==> src/rtl/seq_multiplier.sv <==
// Sequential shift-add multiplier: MW-bit multiplicand x PW-bit multiplier, one bit per clock.
// Define MULT_SIGNED_EN to add the tc input for two's-complement operands.
module seq_multiplier #(
   parameter int MW = 8,
   parameter int PW = 4
) (
   input  logic              clk,
   input  logic              rst,
   input  logic              start,
   input  logic [MW-1:0]     m,
   input  logic [PW-1:0]     p,
`ifdef MULT_SIGNED_EN
   input  logic              tc,
`endif
   output logic              busy,
   output logic              done,
   output logic [MW+PW-1:0]  s
);

   localparam int CW = $clog2(PW + 1);
   localparam int AW = MW + PW + 1;

   localparam logic [1:0] ST_IDLE = 2'd0;
   localparam logic [1:0] ST_RUN  = 2'd1;
   localparam logic [1:0] ST_DONE = 2'd2;

   logic [1:0]        state_q, state_d;
   logic [MW-1:0]     mcand_q, mcand_d;
   // Upper MW+1 bits are the partial sum; lower PW bits hold the remaining multiplier bits.
   logic [AW-1:0]     acc_q, acc_d;
   logic [CW-1:0]     cnt_q, cnt_d;
   logic              busy_q, busy_d;
   logic              done_q, done_d;
   logic [MW+PW-1:0]  s_q, s_d;
   logic              signed_s;
   logic              last_s;
   logic [MW:0]       ext_m_s;
   logic [MW:0]       addend_s;
   logic [MW:0]       sum_s;
   logic [AW-1:0]     step_s;

`ifdef MULT_SIGNED_EN
   logic              tc_q, tc_d;
   assign signed_s = tc_q;
`else
   assign signed_s = 1'b0;
`endif

   // One shift-add iteration of the datapath
   always_comb begin
      ext_m_s = signed_s ? {mcand_q[MW-1], mcand_q} : {1'b0, mcand_q};
      last_s  = (cnt_q == CW'(PW - 1));
      if (acc_q[0]) begin
         // In signed mode the multiplier MSB carries negative weight.
         addend_s = (signed_s && last_s) ? (~ext_m_s + (MW+1)'(1)) : ext_m_s;
      end else begin
         addend_s = '0;
      end
      sum_s  = acc_q[AW-1:PW] + addend_s;
      step_s = {signed_s & sum_s[MW], sum_s, acc_q[PW-1:1]};
   end

   // Control FSM and next-state selection
   always_comb begin
      state_d = state_q;
      mcand_d = mcand_q;
      acc_d   = acc_q;
      cnt_d   = cnt_q;
      busy_d  = busy_q;
      done_d  = 1'b0;
      s_d     = s_q;
`ifdef MULT_SIGNED_EN
      tc_d    = tc_q;
`endif
      case (state_q)
         ST_IDLE, ST_DONE: begin
            if (start) begin
               mcand_d = m;
               acc_d   = {{(MW+1){1'b0}}, p};
               cnt_d   = '0;
               busy_d  = 1'b1;
               state_d = ST_RUN;
`ifdef MULT_SIGNED_EN
               tc_d    = tc;
`endif
            end else begin
               state_d = ST_IDLE;
            end
         end
         ST_RUN: begin
            acc_d = step_s;
            cnt_d = cnt_q + CW'(1);
            if (last_s) begin
               s_d     = step_s[MW+PW-1:0];
               done_d  = 1'b1;
               busy_d  = 1'b0;
               state_d = ST_DONE;
            end else begin
               state_d = ST_RUN;
            end
         end
         default: begin
            state_d = ST_IDLE;
            busy_d  = 1'b0;
         end
      endcase
   end

   // State registers with asynchronous reset
   always_ff @(posedge clk or posedge rst) begin
      if (rst) begin
         state_q <= ST_IDLE;
         mcand_q <= '0;
         acc_q   <= '0;
         cnt_q   <= '0;
         busy_q  <= 1'b0;
         done_q  <= 1'b0;
         s_q     <= '0;
`ifdef MULT_SIGNED_EN
         tc_q    <= 1'b0;
`endif
      end else begin
         state_q <= state_d;
         mcand_q <= mcand_d;
         acc_q   <= acc_d;
         cnt_q   <= cnt_d;
         busy_q  <= busy_d;
         done_q  <= done_d;
         s_q     <= s_d;
`ifdef MULT_SIGNED_EN
         tc_q    <= tc_d;
`endif
      end
   end

   assign busy = busy_q;
   assign done = done_q;
   assign s    = s_q;

endmodule
==> config.mk <==
export PLATFORM = sky130hd
export DESIGN_NAME = seq_multiplier
export DESIGN_NICKNAME = d
export VERILOG_FILES = /design/src/rtl/seq_multiplier.sv
export SDC_FILE = /design/constraint.sdc
export NUM_CORES = 1
export LEC_CHECK = 0
export ABC_AREA = 1
export BUFFER_PORTS_ARGS = -buffer_cell sky130_fd_sc_hd__buf_2
export CAP_MARGIN = 10
export CELL_PAD_IN_SITES_DETAIL_PLACEMENT = 1
export CELL_PAD_IN_SITES_GLOBAL_PLACEMENT = 2
export CORE_ASPECT_RATIO = 0.8
export CORE_MARGIN = 2
export CORE_UTILIZATION = 37
export DETAILED_ROUTE_END_ITERATION = 10
export GPL_TIMING_DRIVEN = 0
export PLACE_DENSITY_LB_ADDON = 0.1
export SETUP_SLACK_MARGIN = 0.15
export SLEW_MARGIN = 20
export SYNTH_ARGS = -nofsm -noshare
export SYNTH_HDL_FRONTEND = slang
export SYNTH_SLANG_ARGS = --single-unit
==> constraint.sdc <==
create_clock -name clk -period 4.8 [get_ports clk]
set_input_delay 0.24 -clock clk [delete_from_list [all_inputs] [get_ports clk]]
set_output_delay 0.24 -clock clk [all_outputs]
set_load 0.01 [all_outputs]
# Word level (Yosys, flattened, before mapping)

Index checks and enable logic that the tools add are counted.

Add/subtract/negate cells: 2
Multiplexer cells: 13
Eq/ne operators: 5
Reductions and logical operators: 7

Operators by type and width:

| cell                                                 | number |
|---|---|
| case mux 13 bit (2 select lines)                     | 1 |
| 2-to-1 mux 13 bit                                    | 1 |
| adder 9 x 8 -> 9 bit                                 | 1 |
| 2-to-1 mux 8 bit                                     | 1 |
| AND reduction 2 bit                                  | 4 |
| case mux 3 bit (2 select lines)                      | 1 |
| 2-to-1 mux 1 bit                                     | 5 |
| != test 2 bit (second input constant)                | 2 |
| case mux 2 bit (2 select lines)                      | 1 |
| adder 3 x 1 -> 3 bit (second input constant)         | 1 |
| equality test 3 x 2 -> 1 bit (second input constant) | 1 |
| 2-to-1 mux 3 bit                                     | 1 |
| equality test 2 x 1 -> 1 bit (second input constant) | 1 |
| equality test 2 bit (second input constant)          | 1 |
| logical NOT 2 bit                                    | 1 |
| 2-to-1 mux 2 bit                                     | 1 |
| case mux 1 bit (2 select lines)                      | 1 |
| nonzero test 2 bit                                   | 1 |
| OR reduction 2 bit                                   | 1 |

Register bits after elaboration: 40
Bits of input ports: 15
Output and inout port bits: 14

# Logic depth before layout (Yosys ltp)

Depth in word-level cells: 4
Mapped depth: 13
Mapped depth without buffers: 12

# Worst setup path before layout

Ideal clock, no wire load.

Path type: register to register
From: register acc_q[0]
To: register acc_q[11]
Clock period less this slack: 1.788 ns
Data arrival time: 1.671 ns
Path buffers: 1
Path slack: 3.012 ns
Stages on the path, launching flop included: 14
Cell sequence: dfrtp_1 -> clkbuf_1 -> nand2_1 -> inv_1 -> ha_1 -> fa_1 -> nand2_1 -> nand2_1 -> nand3_1 -> nand2_1 -> nand2_1 -> nand2_1 -> nand2_1 -> nand2_1

Cells in the longest elaborated chain, start to end: 3

Ends and longest elaborated chain:

| element                          | line | source |
|---|---|---|
| from (decl)                      | 30   | `logic [AW-1:0] acc_q, acc_d;` |
| from (signal assigned)           | 114  | `acc_q <= '0;` |
| from (signal assigned)           | 125  | `acc_q <= acc_d;` |
| 2-to-1 mux 8 bit                 | 53   | `if (acc_q[0]) begin` |
| adder 9 x 8 -> 9 bit             | 59   | `sum_s = acc_q[AW-1:PW] + addend_s;` |
| case mux 13 bit (2 select lines) | 75   | `case (state_q)` |

No other way between the ends.
A chain may end at the register's enable or synchronous reset.

# Final worst setup path

From: register acc_q[0]
To: register s_q[11], in the netlist s[11]

Cells in the longest elaborated chain, start to end: 2

Ends and longest elaborated chain:

| element              | line | source |
|---|---|---|
| 2-to-1 mux 8 bit     | 53   |  |
| adder 9 x 8 -> 9 bit | 59   |  |
| to (signal assigned) | 118  | `s_q <= '0;` |
| to (signal assigned) | 129  | `s_q <= s_d;` |
| to (decl)            | 34   | `logic [MW+PW-1:0] s_q, s_d;` |

No other way between the ends.

==> metrics.md <==
| Metric | Value |
|---|---|
| Status | `finished, final reports clean` |
| Antenna violations before repair | `0` |
| Root buf cell | `clkbuf_8` |
| Most used DFF post-synth | `dfrtp_1` |
| Placer Congestion | `0.701` |
| Fin. max-slew vios | `0` |
| Met3 Use GR | `0.0431` |
| Crit path kind | `reg2reg` |
| Max VDD drop | `0.306 mV` |
| Overflow after GRT | `0` |
| Clock transition at path regs | `0.07 ns` |
| Power Dens Cells | `735 nW/um^2` |
| Fillers | `630` |
| Met2 Use GR | `0.221` |
| Setup_tns | `0 ns` |
| Minimum clock period | `2.02 ns` |
| Ports | `29` |
| Reg2reg path depth | `13` |
| Via count | `1,452` |
| Net count, final | `277` |
| Slowest cell delay on critical path | `0.40 ns` |
| Critical R2R Launch | `acc_q[0]$_DFFE_PP0P_` |
| Crit end category | `flip-flop` |
| Starting Density | `0.387` |
| Hold Crit Class | `in2reg` |
| CP cell instances | `clkbuf_1, nand2_1, inv_1, ha_1, fa_1, nand2_1, nand2_1, nand3_1, nand2_1, nand2_1, nand2_1, nand2_1, nand2_1` |
| Comb pwr share | `0.544` |
| Sequential element share of the synthesized area | `0.485` |
| Req. time, crit path | `4.97 ns` |
| Vias in the first global route | `1,498` |
| Top cell type's share of synthesized area | `0.485` |
| FFs w/ async S/R, synth | `1.00` |
| Int Power | `950 uW` |
| Slew @ Worst Pin | `0.393 ns` |
| Clock Sinks | `38` |
| Finish-stage setup viols | `0` |
| CTS H-tree depth | `2` |
| IO buf count | `28` |
| Mapped Cells | `214` |
| Antenna-violating nets left | `0` |
| Most common cell in the synthesized netlist | `nand2_1` |
| Std cell rows | `23` |
| Sequential Power Share | `0.335` |
| Die ar. | `5900 um^2` |
| Worst setup margin | `2.78 ns` |
| Clock latency on the worst-skew pair | `0.28 ns` |
| Final hold violations | `0` |
| Area delta synth->final | `16.9%` |
| Syn Area/Cell | `9.17 um^2` |
| Synth Register Bits | `38` |
| Sw Pwr | `735 uW` |
| Layout cells sized above 1 | `0.219` |
| Met1 Track Usage GR | `0.245` |
| Most used cell, CP | `nand2_1` |
| Post-Route WL | `4.13 mm` |
| CP Launch Type | `flip-flop` |
| Die height | `69.1 um` |
| Yosys warnings | `0` |
| GRT Util Overall | `0.162` |
| Max Cap Viol | `0` |
| Synthesized area | `1960 um^2` |
| Worst endpoint data arrival time | `2.19 ns` |
| Core area | `5060 um^2` |
| Number of synthesized flops with an enable pin | `0` |
| Vias/cell | `4.64` |
| Slew HR | `0.737` |
| DP Wirelength | `3.26 mm` |
| Clk buf depth | `2` |
| Die W | `85.4 um` |
| Sequential cell area | `951 um^2` |
| Drt first-iter violations | `53` |
| Count of different cell masters after synthesis | `29` |
| Pin count of the biggest net entering global routing | `24` |
| Post-CTS Resized | `0` |
| Period utilization | `0.421` |
| Reg2Reg Setup Slack | `2.78 ns` |
| Placement Setup Slack | `2.75 ns` |
| # DRC | `0` |
| Top cells by count, synth | `nand2_1, dfrtp_1, inv_1, nand3_1, ha_1` |
| Reg-to-Reg End | `s[11]$_DFFE_PP0P_` |
| Hold_ws | `0.183 ns` |
| Diode count | `0` |
| Hold wc startpoint | `m[7]` |
| Unrepaired setup endpoints after global routing | `false` |
| Min-Delay Endpoint | `mcand_q[7]$_DFFE_PP0N_` |
| Synth Net Count | `240` |
| Hold depth | `2` |
| Pleak | `0.00131 uW` |
| Initial DRT Pass Iterations | `4` |
| Post-CTS Hold Fix Bufs | `1` |
| Non-Filler Instances | `313` |
| Dpl cells | `305` |
| Clock share of power | `0.121` |
| Drt wl/cell | `13.2 um` |
| First-pass GRT wire length | `7.42 mm` |
| Area contributors post-synth | `dfrtp_1, nand2_1, ha_1, mux2_4, inv_1` |
| Cts bufs inserted | `5` |
| Worst path slowest cell | `fa_1` |
| Fmax | `0.495 GHz` |
| Setup bufs post-CTS | `0` |
| Setup Skew | `0.00400 ns` |
| Multi-input gate area | `863 um^2` |
| Most used routing layer | `met1` |
| Max Fanout on Critical Path | `9` |
| Switch share | `0.436` |
| Leading area contributor after synthesis | `dfrtp_1` |
| CTS tree | `done` |
## per-stage QoR
step | power, uW | cell area, um^2 | utilization
5_1_grt | 1880 | 2290 | 0.453
3_3_place_gp | 1480 | 2180 | 0.430
3_5_place_dp | 1500 | 2210 | 0.436
6_report | 1690 | 2290 | 0.453
2_1_floorplan | 1250 | 1960 | -
4_1_cts | 1720 | 2290 | 0.453
## sequential cells by signal, summed over array words and instances (netlist names)
register,count
acc_q,12
busy,1
cnt_q,3
done,1
mcand_q,8
s,12
state_q,1
## kinds of logic after synthesis
logic type | after synthesis | synth area share
xor gates and xnor gates | 1 | 0.00447
adders and majority gates | 11 | 0.0740
buffers and inverters | 33 | 0.0753
DFF | 38 | 0.485
and+or+nand+nor | 99 | 0.231
AOI/OAI and AO/OA | 24 | 0.0714
muxes | 8 | 0.0593
## layout make-up
class                      count  share of cell area
multi-input combinational    143               0.376
buffer                         4              0.0147
tap                           62              0.0338
inverter                      29              0.0496
sequential                    38               0.415
timing repair buffer          30              0.0775
clock buffer                   7              0.0333
## how the worst max path moves through the flow
stage                     cells past startpoint            startpoint  slack (ns)                    end
after floorplan                              13  acc_q[0]$_DFFE_PP0P_        3.01  acc_q[11]$_DFFE_PP0P_
after global placement                       13  acc_q[0]$_DFFE_PP0P_        2.78  acc_q[11]$_DFFE_PP0P_
after detailed placement                     13  acc_q[0]$_DFFE_PP0P_        2.75      s[11]$_DFFE_PP0P_
after CTS                                    13  acc_q[0]$_DFFE_PP0P_        2.73      s[11]$_DFFE_PP0P_
after global routing                         13  acc_q[0]$_DFFE_PP0P_        2.55  acc_q[11]$_DFFE_PP0P_
final                                        13  acc_q[0]$_DFFE_PP0P_        2.78      s[11]$_DFFE_PP0P_
## critical path, delay by kind of cell (launching register included)
family	cells	cell delay (ns)
adders and majority gates	2	0.59
and+or+nand+nor	9	0.70
DFF	1	0.36
buffers and inverters	2	0.24
## power groups by stage
stage	Sequential (uW)	Clock [uW]	Combinational, uW
finish	565	203	917
global route	589	232	1060
CTS	567	214	936
detailed placement	571	0	934
global placement	563	0	913
floorplan	578	0	673
## per-layer routing
layer,part of all wire,vias up
met1,0.56,657
li1,-,757
met2,0.38,31
met4,0.014,0
met3,0.041,7
met5,0,-
## cell usage in the layout, fill, tap and decap left out, drive strengths merged
cell type / count
mux2: 8
inv: 29
nor2: 8
clkbuf: 8
nand2: 70
ha: 10
buf: 32
a21oi: 4
o22ai: 3
dlygate4sd3: 1
xor2: 1
nor3: 1
a211oi: 1
o21ai: 13
or2: 2
dfrtp: 38
nand3b: 2
o211ai: 1
nand3: 16
fa: 1
a22o: 1
a21o: 1
Note: power is estimated with default switching activity, not from simulation.
